[config.mk]
export PLATFORM = sky130hd
export DESIGN_NAME = mem_arbiter
export DESIGN_NICKNAME = d
export VERILOG_FILES = /design/src/rtl/mem_arbiter.sv
export SDC_FILE = /design/constraint.sdc
export NUM_CORES = 1
export LEC_CHECK = 0
export BUFFER_PORTS_ARGS = -buffer_cell sky130_fd_sc_hd__buf_4
export CORE_AREA = 2 2 120 122
export CTS_BUF_LIST = sky130_fd_sc_hd__clkbuf_8
export DETAILED_ROUTE_END_ITERATION = 8
export DIE_AREA = 0 0 122 124
export GPL_TIMING_DRIVEN = 0
export HOLD_SLACK_MARGIN = 0.08
export SYNTH_ARGS = -nofsm -noshare
export SYNTH_HDL_FRONTEND = slang
export SYNTH_SLANG_ARGS = --single-unit
[constraint.sdc]
create_clock -name clk -period 4.4 [get_ports clk]
set_clock_uncertainty 0.05 [all_clocks]
set_input_delay 1.32 -clock clk [delete_from_list [all_inputs] [get_ports clk]]
set_output_delay 1.32 -clock clk [all_outputs]
set_load 0.05 [all_outputs]
[src/rtl/mem_arbiter.sv]
// -----------------------------------------------------------------------------
// mem_arbiter
//
// Shares one valid/ready memory port between the CPU instruction-fetch channel
// (INST) and the load/store channel (DATA). Only one transaction is in flight
// at a time. Each read response is routed back to the master that issued the
// request.
//
// Build option:
//   MEM_ARB_RR_EN  defined   : round-robin on a conflict. The master that was
//                              not granted last wins.
//                  undefined : fixed priority. DATA always wins a conflict.
//
// Ports:
//   clk, rst              clock; asynchronous active-low reset (0 = reset)
//   inst_addr/_req_valid  fetch request          -> inst_req_ready
//   inst_rdata/_rvalid    fetch response         <- inst_rready
//   data_addr/_wen/_ren   load/store request     -> data_req_ready
//   data_wdata/_wstrb     store payload
//   data_rdata/_rvalid    load response          <- data_rready
//   mem_addr/_wen/_ren    memory request         <- mem_req_ready
//   mem_wdata/_wstrb      memory store payload
//   mem_rdata/_rvalid     memory read response   -> mem_rready
//   conflict_cnt          IDLE cycles in which both masters were requesting
// -----------------------------------------------------------------------------
module mem_arbiter #(
    parameter int ADDR_W = 32,
    parameter int DATA_W = 32
) (
    input  logic                clk,
    input  logic                rst,

    input  logic [ADDR_W-1:0]   inst_addr,
    input  logic                inst_req_valid,
    output logic                inst_req_ready,
    output logic [DATA_W-1:0]   inst_rdata,
    output logic                inst_rvalid,
    input  logic                inst_rready,

    input  logic [ADDR_W-1:0]   data_addr,
    input  logic                data_wen,
    input  logic                data_ren,
    input  logic [DATA_W-1:0]   data_wdata,
    input  logic [DATA_W/8-1:0] data_wstrb,
    output logic                data_req_ready,
    output logic [DATA_W-1:0]   data_rdata,
    output logic                data_rvalid,
    input  logic                data_rready,

    output logic [ADDR_W-1:0]   mem_addr,
    output logic                mem_wen,
    output logic                mem_ren,
    output logic [DATA_W-1:0]   mem_wdata,
    output logic [DATA_W/8-1:0] mem_wstrb,
    input  logic                mem_req_ready,
    input  logic [DATA_W-1:0]   mem_rdata,
    input  logic                mem_rvalid,
    output logic                mem_rready,

    output logic [31:0]         conflict_cnt
);

    typedef enum logic [1:0] {
        S_IDLE = 2'd0,
        S_REQ  = 2'd1,
        S_RESP = 2'd2
    } state_t;

    typedef enum logic {
        OWN_INST = 1'b0,
        OWN_DATA = 1'b1
    } owner_t;

    state_t state, state_nxt;
    owner_t owner, owner_nxt;
    owner_t last_grant, last_grant_nxt;
    logic   is_read, is_read_nxt;
    logic   cnt_inc;

    logic   inst_req;
    logic   data_req;
    owner_t conflict_winner;
    logic   resp_fire;

    assign inst_req = inst_req_valid;
    // A load/store with both enables set is treated as a store.
    assign data_req = data_wen | data_ren;

`ifdef MEM_ARB_RR_EN
    assign conflict_winner = (last_grant == OWN_INST) ? OWN_DATA : OWN_INST;
`else
    assign conflict_winner = OWN_DATA;
`endif

    // The response handshake, seen from the owner's side.
    assign resp_fire = mem_rvalid & ((owner == OWN_INST) ? inst_rready : data_rready);

    // -------------------------------------------------------------------------
    // State register
    // -------------------------------------------------------------------------
    // NOTE: sequential state uses non-blocking assignments only, so every
    // register samples values from before the edge, whatever the order of the
    // statements.
    always_ff @(posedge clk or negedge rst) begin
        if (!rst) begin
            state        <= S_IDLE;
            owner        <= OWN_INST;
            last_grant   <= OWN_DATA;
            is_read      <= 1'b0;
            conflict_cnt <= 32'd0;
        end else begin
            state      <= state_nxt;
            owner      <= owner_nxt;
            last_grant <= last_grant_nxt;
            is_read    <= is_read_nxt;
            if (cnt_inc) begin
                conflict_cnt <= conflict_cnt + 32'd1;   // wraps to 0
            end
        end
    end

    // -------------------------------------------------------------------------
    // Next-state logic
    // -------------------------------------------------------------------------
    // NOTE: every variable gets a default at the top of the combinational
    // block, so no path leaves one unassigned and no latch is inferred.
    always_comb begin
        state_nxt      = state;
        owner_nxt      = owner;
        last_grant_nxt = last_grant;
        is_read_nxt    = is_read;
        cnt_inc        = 1'b0;

        unique case (state)
            S_IDLE: begin
                if (inst_req || data_req) begin
                    if (inst_req && data_req) begin
                        owner_nxt = conflict_winner;
                        cnt_inc   = 1'b1;
                    end else if (inst_req) begin
                        owner_nxt = OWN_INST;
                    end else begin
                        owner_nxt = OWN_DATA;
                    end
                    is_read_nxt = (owner_nxt == OWN_INST) || !data_wen;
                    state_nxt   = S_REQ;
                end
            end
            S_REQ: begin
                if (mem_req_ready) begin
                    last_grant_nxt = owner;
                    state_nxt      = is_read ? S_RESP : S_IDLE;
                end
            end
            S_RESP: begin
                if (resp_fire) begin
                    state_nxt = S_IDLE;
                end
            end
            default: state_nxt = S_IDLE;
        endcase
    end

    // -------------------------------------------------------------------------
    // Outputs: request and response paths are pure muxes on the owner. This
    // gives zero-latency passthrough in both directions.
    // -------------------------------------------------------------------------
    always_comb begin
        mem_addr       = '0;
        mem_wen        = 1'b0;
        mem_ren        = 1'b0;
        mem_wdata      = '0;
        mem_wstrb      = '0;
        mem_rready     = 1'b0;
        inst_req_ready = 1'b0;
        inst_rvalid    = 1'b0;
        inst_rdata     = '0;
        data_req_ready = 1'b0;
        data_rvalid    = 1'b0;
        data_rdata     = '0;

        case (state)
            S_REQ: begin
                mem_ren = is_read;
                mem_wen = !is_read;
                if (owner == OWN_INST) begin
                    mem_addr       = inst_addr;
                    inst_req_ready = mem_req_ready;
                end else begin
                    mem_addr       = data_addr;
                    mem_wdata      = data_wdata;
                    mem_wstrb      = data_wstrb;
                    data_req_ready = mem_req_ready;
                end
            end
            S_RESP: begin
                if (owner == OWN_INST) begin
                    inst_rvalid = mem_rvalid;
                    inst_rdata  = mem_rdata;
                    mem_rready  = inst_rready;
                end else begin
                    data_rvalid = mem_rvalid;
                    data_rdata  = mem_rdata;
                    mem_rready  = data_rready;
                end
            end
            default: ;
        endcase
    end

endmodule

==> After elaboration in Yosys (flattened, before gate mapping) <==
Index checks and enable logic that the tools add are counted.
{ "totals": {"reg_bits": 36, "input_bits": 141, "out_inout_bits": 171} }
{ "classes": {"add_sub_neg": 1, "eq_ne": 5, "muxes": 34, "bitwise_logic": 3, "n_reduce_logical": 8} }
{ "op_table": {"columns": ["cell", "n"], "rows": [
  ["$mux 32", 8],
  ["$add 32x1->32 const B", 1],
  ["$mux 1", 19],
  ["$mux 2", 4],
  ["$mux 4", 2],
  ["$ne 2x2->1 const B", 3],
  ["$pmux 2 s3", 1],
  ["$reduce_and 3->1", 1],
  ["$eq 2x1->1 const B", 1],
  ["$eq 2x2->1 const B", 1],
  ["$logic_not 1->1", 2],
  ["$logic_not 2->1", 1],
  ["$logic_or 1x1->1", 2],
  ["$reduce_and 2->1", 1],
  ["$and 1x1->1", 1],
  ["$logic_and 1x1->1", 1],
  ["$not 1->1", 1],
  ["$or 1x1->1", 1]
]} }

==> Longest topological paths before layout <==
{ "logic_depth": {"word_depth": 7, "mapped_depth": 6} }

==> Worst setup path after synthesis <==
No wires, ideal clock.
{ "synth_timing": {"path_type": "input-to-output", "start": "input data_rready", "end": "output mem_rready", "arrival_ns": 2.048, "required_time_ns": 3.030, "setup_slack_ns": 0.982, "stages": 2, "cell_sequence": "mux2i_1 -> nor2_1"} }
{ "synth_between": {"elab_chain_cells": 2} }
{ "synth_lines": {"columns": ["item", "line_no", "source"], "rows": [
  ["from (decl)", "48", "input logic data_rready,"],
  ["$mux 1", "197", "if (owner == OWN_INST) begin"],
  ["$mux 1", "182", "case (state)"],
  ["to (decl)", "58", "output logic mem_rready,"]
]} }
Every way passes these cells.

==> Worst setup path after layout <==
{ "layout_timing": {"start": "register owner", "end": "output data_rdata[4]"} }
{ "layout_between": {"elab_chain_cells": 2} }
{ "layout_lines": {"columns": ["item", "line_no", "source"], "rows": [
  ["from (decl)", "75", "owner_t owner, owner_nxt;"],
  ["from (signal assigned)", "113", "owner <= owner_nxt;"],
  ["$mux 32", "197", null],
  ["$mux 32", "182", null],
  ["to (decl)", "46", "output logic [DATA_W-1:0] data_rdata,"]
]} }
Every way passes these cells.

==> results.json <==
{
  "p_leak_nw": 3.21,
  "min_to": "conflict_cnt[31]",
  "clkSlewWorstSetupHoldPaths_ns": 0.08,
  "status": "completed",
  "ys_seq_area_frac": 0.308,
  "cts_resized": 0,
  "r2r_slack_ns": 2.17,
  "dr.pass1.iters": 4,
  "final_design_area_no_fill_sq_um": 5600,
  "ios": 312,
  "clkSinkCount": 36,
  "cpMostUsedCell": "clkbuf_1",
  "gp_congestion": 0.840,
  "layout.cells.non_filler": 860,
  "antenna_found_initial": 3,
  "cp.depth": 6,
  "async_reset_ff_frac": 1.00,
  "cap_violations": 0,
  "clk_path_buf_depth": 2,
  "grt_pass1_vias": 3628,
  "syn_area_per_cell_sq_um": 8.14,
  "die-area_sq_um": 15100,
  "finalMaxSlewViolations": 0,
  "setup_ws_ns": 0.593,
  "core_area_sq_um": 13700,
  "fp.dieW_um": 122,
  "cts_max_level": 2,
  "hold_viol_final": 0,
  "vias": 3756,
  "ys_types": 29,
  "total_power_mw": 3.17,
  "synthToLayoutAreaGrowth_pct": 91.6,
  "final_util": 0.408,
  "arrival_ns": 2.44,
  "fin_crit_ns": 3.81,
  "cts_tree": "built",
  "final.setup.tns_ns": 0,
  "critPathBufInv": 4,
  "die_y_um": 124,
  "r2r-end": "conflict_cnt[25]",
  "final_nets": 819,
  "critical_path_class": "flip-flop to output port",
  "grt_pass1_wl_um": 20300,
  "hold_path.class": "flip-flop to flip-flop",
  "netlist.area_leader.share": 0.308,
  "synthFlopType": "dfrtp_1",
  "critPathLaunchType": "flip-flop",
  "fillers": 1430,
  "wl_per_cell_um": 17.4,
  "track_usage": 0.175,
  "holdWs_ns": 0.428,
  "gr-total-overflow": 0,
  "cpMaxStageDelayCell": "clkbuf_1",
  "yosysWarnings": 0,
  "drive_gt1_frac": 0.482,
  "synth_most_common_cell": "and2_1",
  "cts_buffers": 5,
  "worst_slew_pin_slew_ns": 1.06,
  "placed_area_sq_um": 5480,
  "dp_hpwl_um": 12800,
  "post_cts_buffers": 0,
  "regArea_sq_um": 901,
  "clk_latency_ns": 0.28,
  "synth_edf_count": 0,
  "critPathMaxStageDelay_ns": 0.46,
  "vdd_drop_max_uv": 286,
  "ant_nets": 0,
  "synth_common_cells": "and2_1, nor2_1, and3_1",
  "slew_headroom": 0.287,
  "syn_inst": 359,
  "multi_input_area_sq_um": 1910,
  "yosys.area.top_type": "dfrtp_1",
  "grt_setup_unrepaired": "false",
  "drt_iter0_markers": 213,
  "viasPerCell": 4.37,
  "grt_max_degree": 37,
  "dp_slack_ns": 0.863,
  "hold_buffers": 0,
  "port_buffers": 311,
  "finalCritPeriodShare": 0.865,
  "max_freq_mhz": 263,
  "hold_depth": 1,
  "cp_max_fo": 10,
  "cpLargestDelayFamily": "buffers and inverters",
  "worstReg2RegStart": "conflict_cnt[4]",
  "core.rowCount": 43,
  "crit_chain": "clkbuf_1 -> inv_1 -> nor2_1 -> clkbuf_1 -> and2_1 -> buf_4",
  "netlist_top_cells_area": "dfrtp_1, and2_1, mux2i_1, and3_1, nor2_1",
  "r2r_cells": 5,
  "setup_viol": 0,
  "place_inst": 850,
  "syn-num-nets": 501,
  "synthesis.area_sq_um": 2920,
  "initial_core_util": 0.213,
  "drc": 0,
  "endpoint_kind": "output port",
  "clockRootBuffer": "clkbuf_8",
  "powerDensity_nw_per_um2": 566,
  "wl_um": 14900,
  "ys_ff_latch": 36,
  "hold_path_startpoint": "conflict_cnt[31]",
  "worstPathRequired_ns": 3.03
}
## per-layer routing
metal / share of wire / track usage
met1: 0.43 / 0.244
met2: 0.47 / 0.281
met3: 0.091 / 0.0421
met4: 0.0063 / 0.0230
met5: 0.00047 / 0
## how the worst max path moves through the flow
stage | from | endpoint | slack (ns)
finish | owner | data_rdata[4] | 0.59
global route | owner | data_rdata[4] | 0.34
CTS | owner | data_rdata[4] | 0.53
detailed placement | owner | data_rdata[4] | 0.86
global placement | owner | data_rdata[4] | 0.91
floorplan | data_rready | mem_rready | 0.98
## cell usage in the layout, fill, tap and decap left out, types with 2 or more instances in the layout
master and n:
and2_1 69, and3_1 43, and4_1 4, buf_2 2, buf_4 311, clkbuf_1 23
clkbuf_8 5, dfrtp_1 36, diode_2 2, inv_1 2, mux2i_1 33, nand2_1 16
nand2b_1 2, nand3_1 12, nand4_1 13, nor2_1 45, nor2b_1 2, nor3_1 6
nor4_1 8, or2_2 2, xnor2_1 16, xor2_1 15
## cell families (layout without fill, tap and decap cells)
| family | Yosys count | count (layout) | synth area share |
|---|---|---|---|
| flip-flops | 36 | 36 | 0.308 |
| other | 0 | 2 | 0 |
| multiplexers | 33 | 33 | 0.113 |
| buffers and inverters | 28 | 347 | 0.0394 |
| XOR/XNOR | 31 | 31 | 0.0929 |
| adder cells (fa/ha/maj) | 1 | 1 | 0.00428 |
| AND/OR/NAND/NOR | 226 | 226 | 0.433 |
| AO/OA/AOI/OAI | 4 | 4 | 0.00942 |
## where the power goes
| part | total, mW | switching [mW] | internal, mW |
|---|---|---|---|
| Sequential | 0.414 | 0.0473 | 0.367 |
| Clock | 0.288 | 0.121 | 0.168 |
| Combinational | 2.47 | 1.73 | 0.736 |
| Total | 3.17 | 1.90 | 1.27 |
## flip-flops by register name (all words and copies together) (netlist names)
register      flops
conflict_cnt     32
is_read           1
owner             1
state             2
## layout make-up
| type | count | share of cell area |
|---|---|---|
| timing repair buffer | 311 | 0.417 |
| multi-input combinational | 295 | 0.340 |
| sequential | 36 | 0.161 |
| tap | 180 | 0.0402 |
| buffer | 26 | 0.0192 |
| clock buffer | 5 | 0.0123 |
| clock inverter | 3 | 0.00760 |
| inverter | 2 | 0.00134 |
| antenna | 2 | 0.000894 |
(Power assumes the default switching activity.)
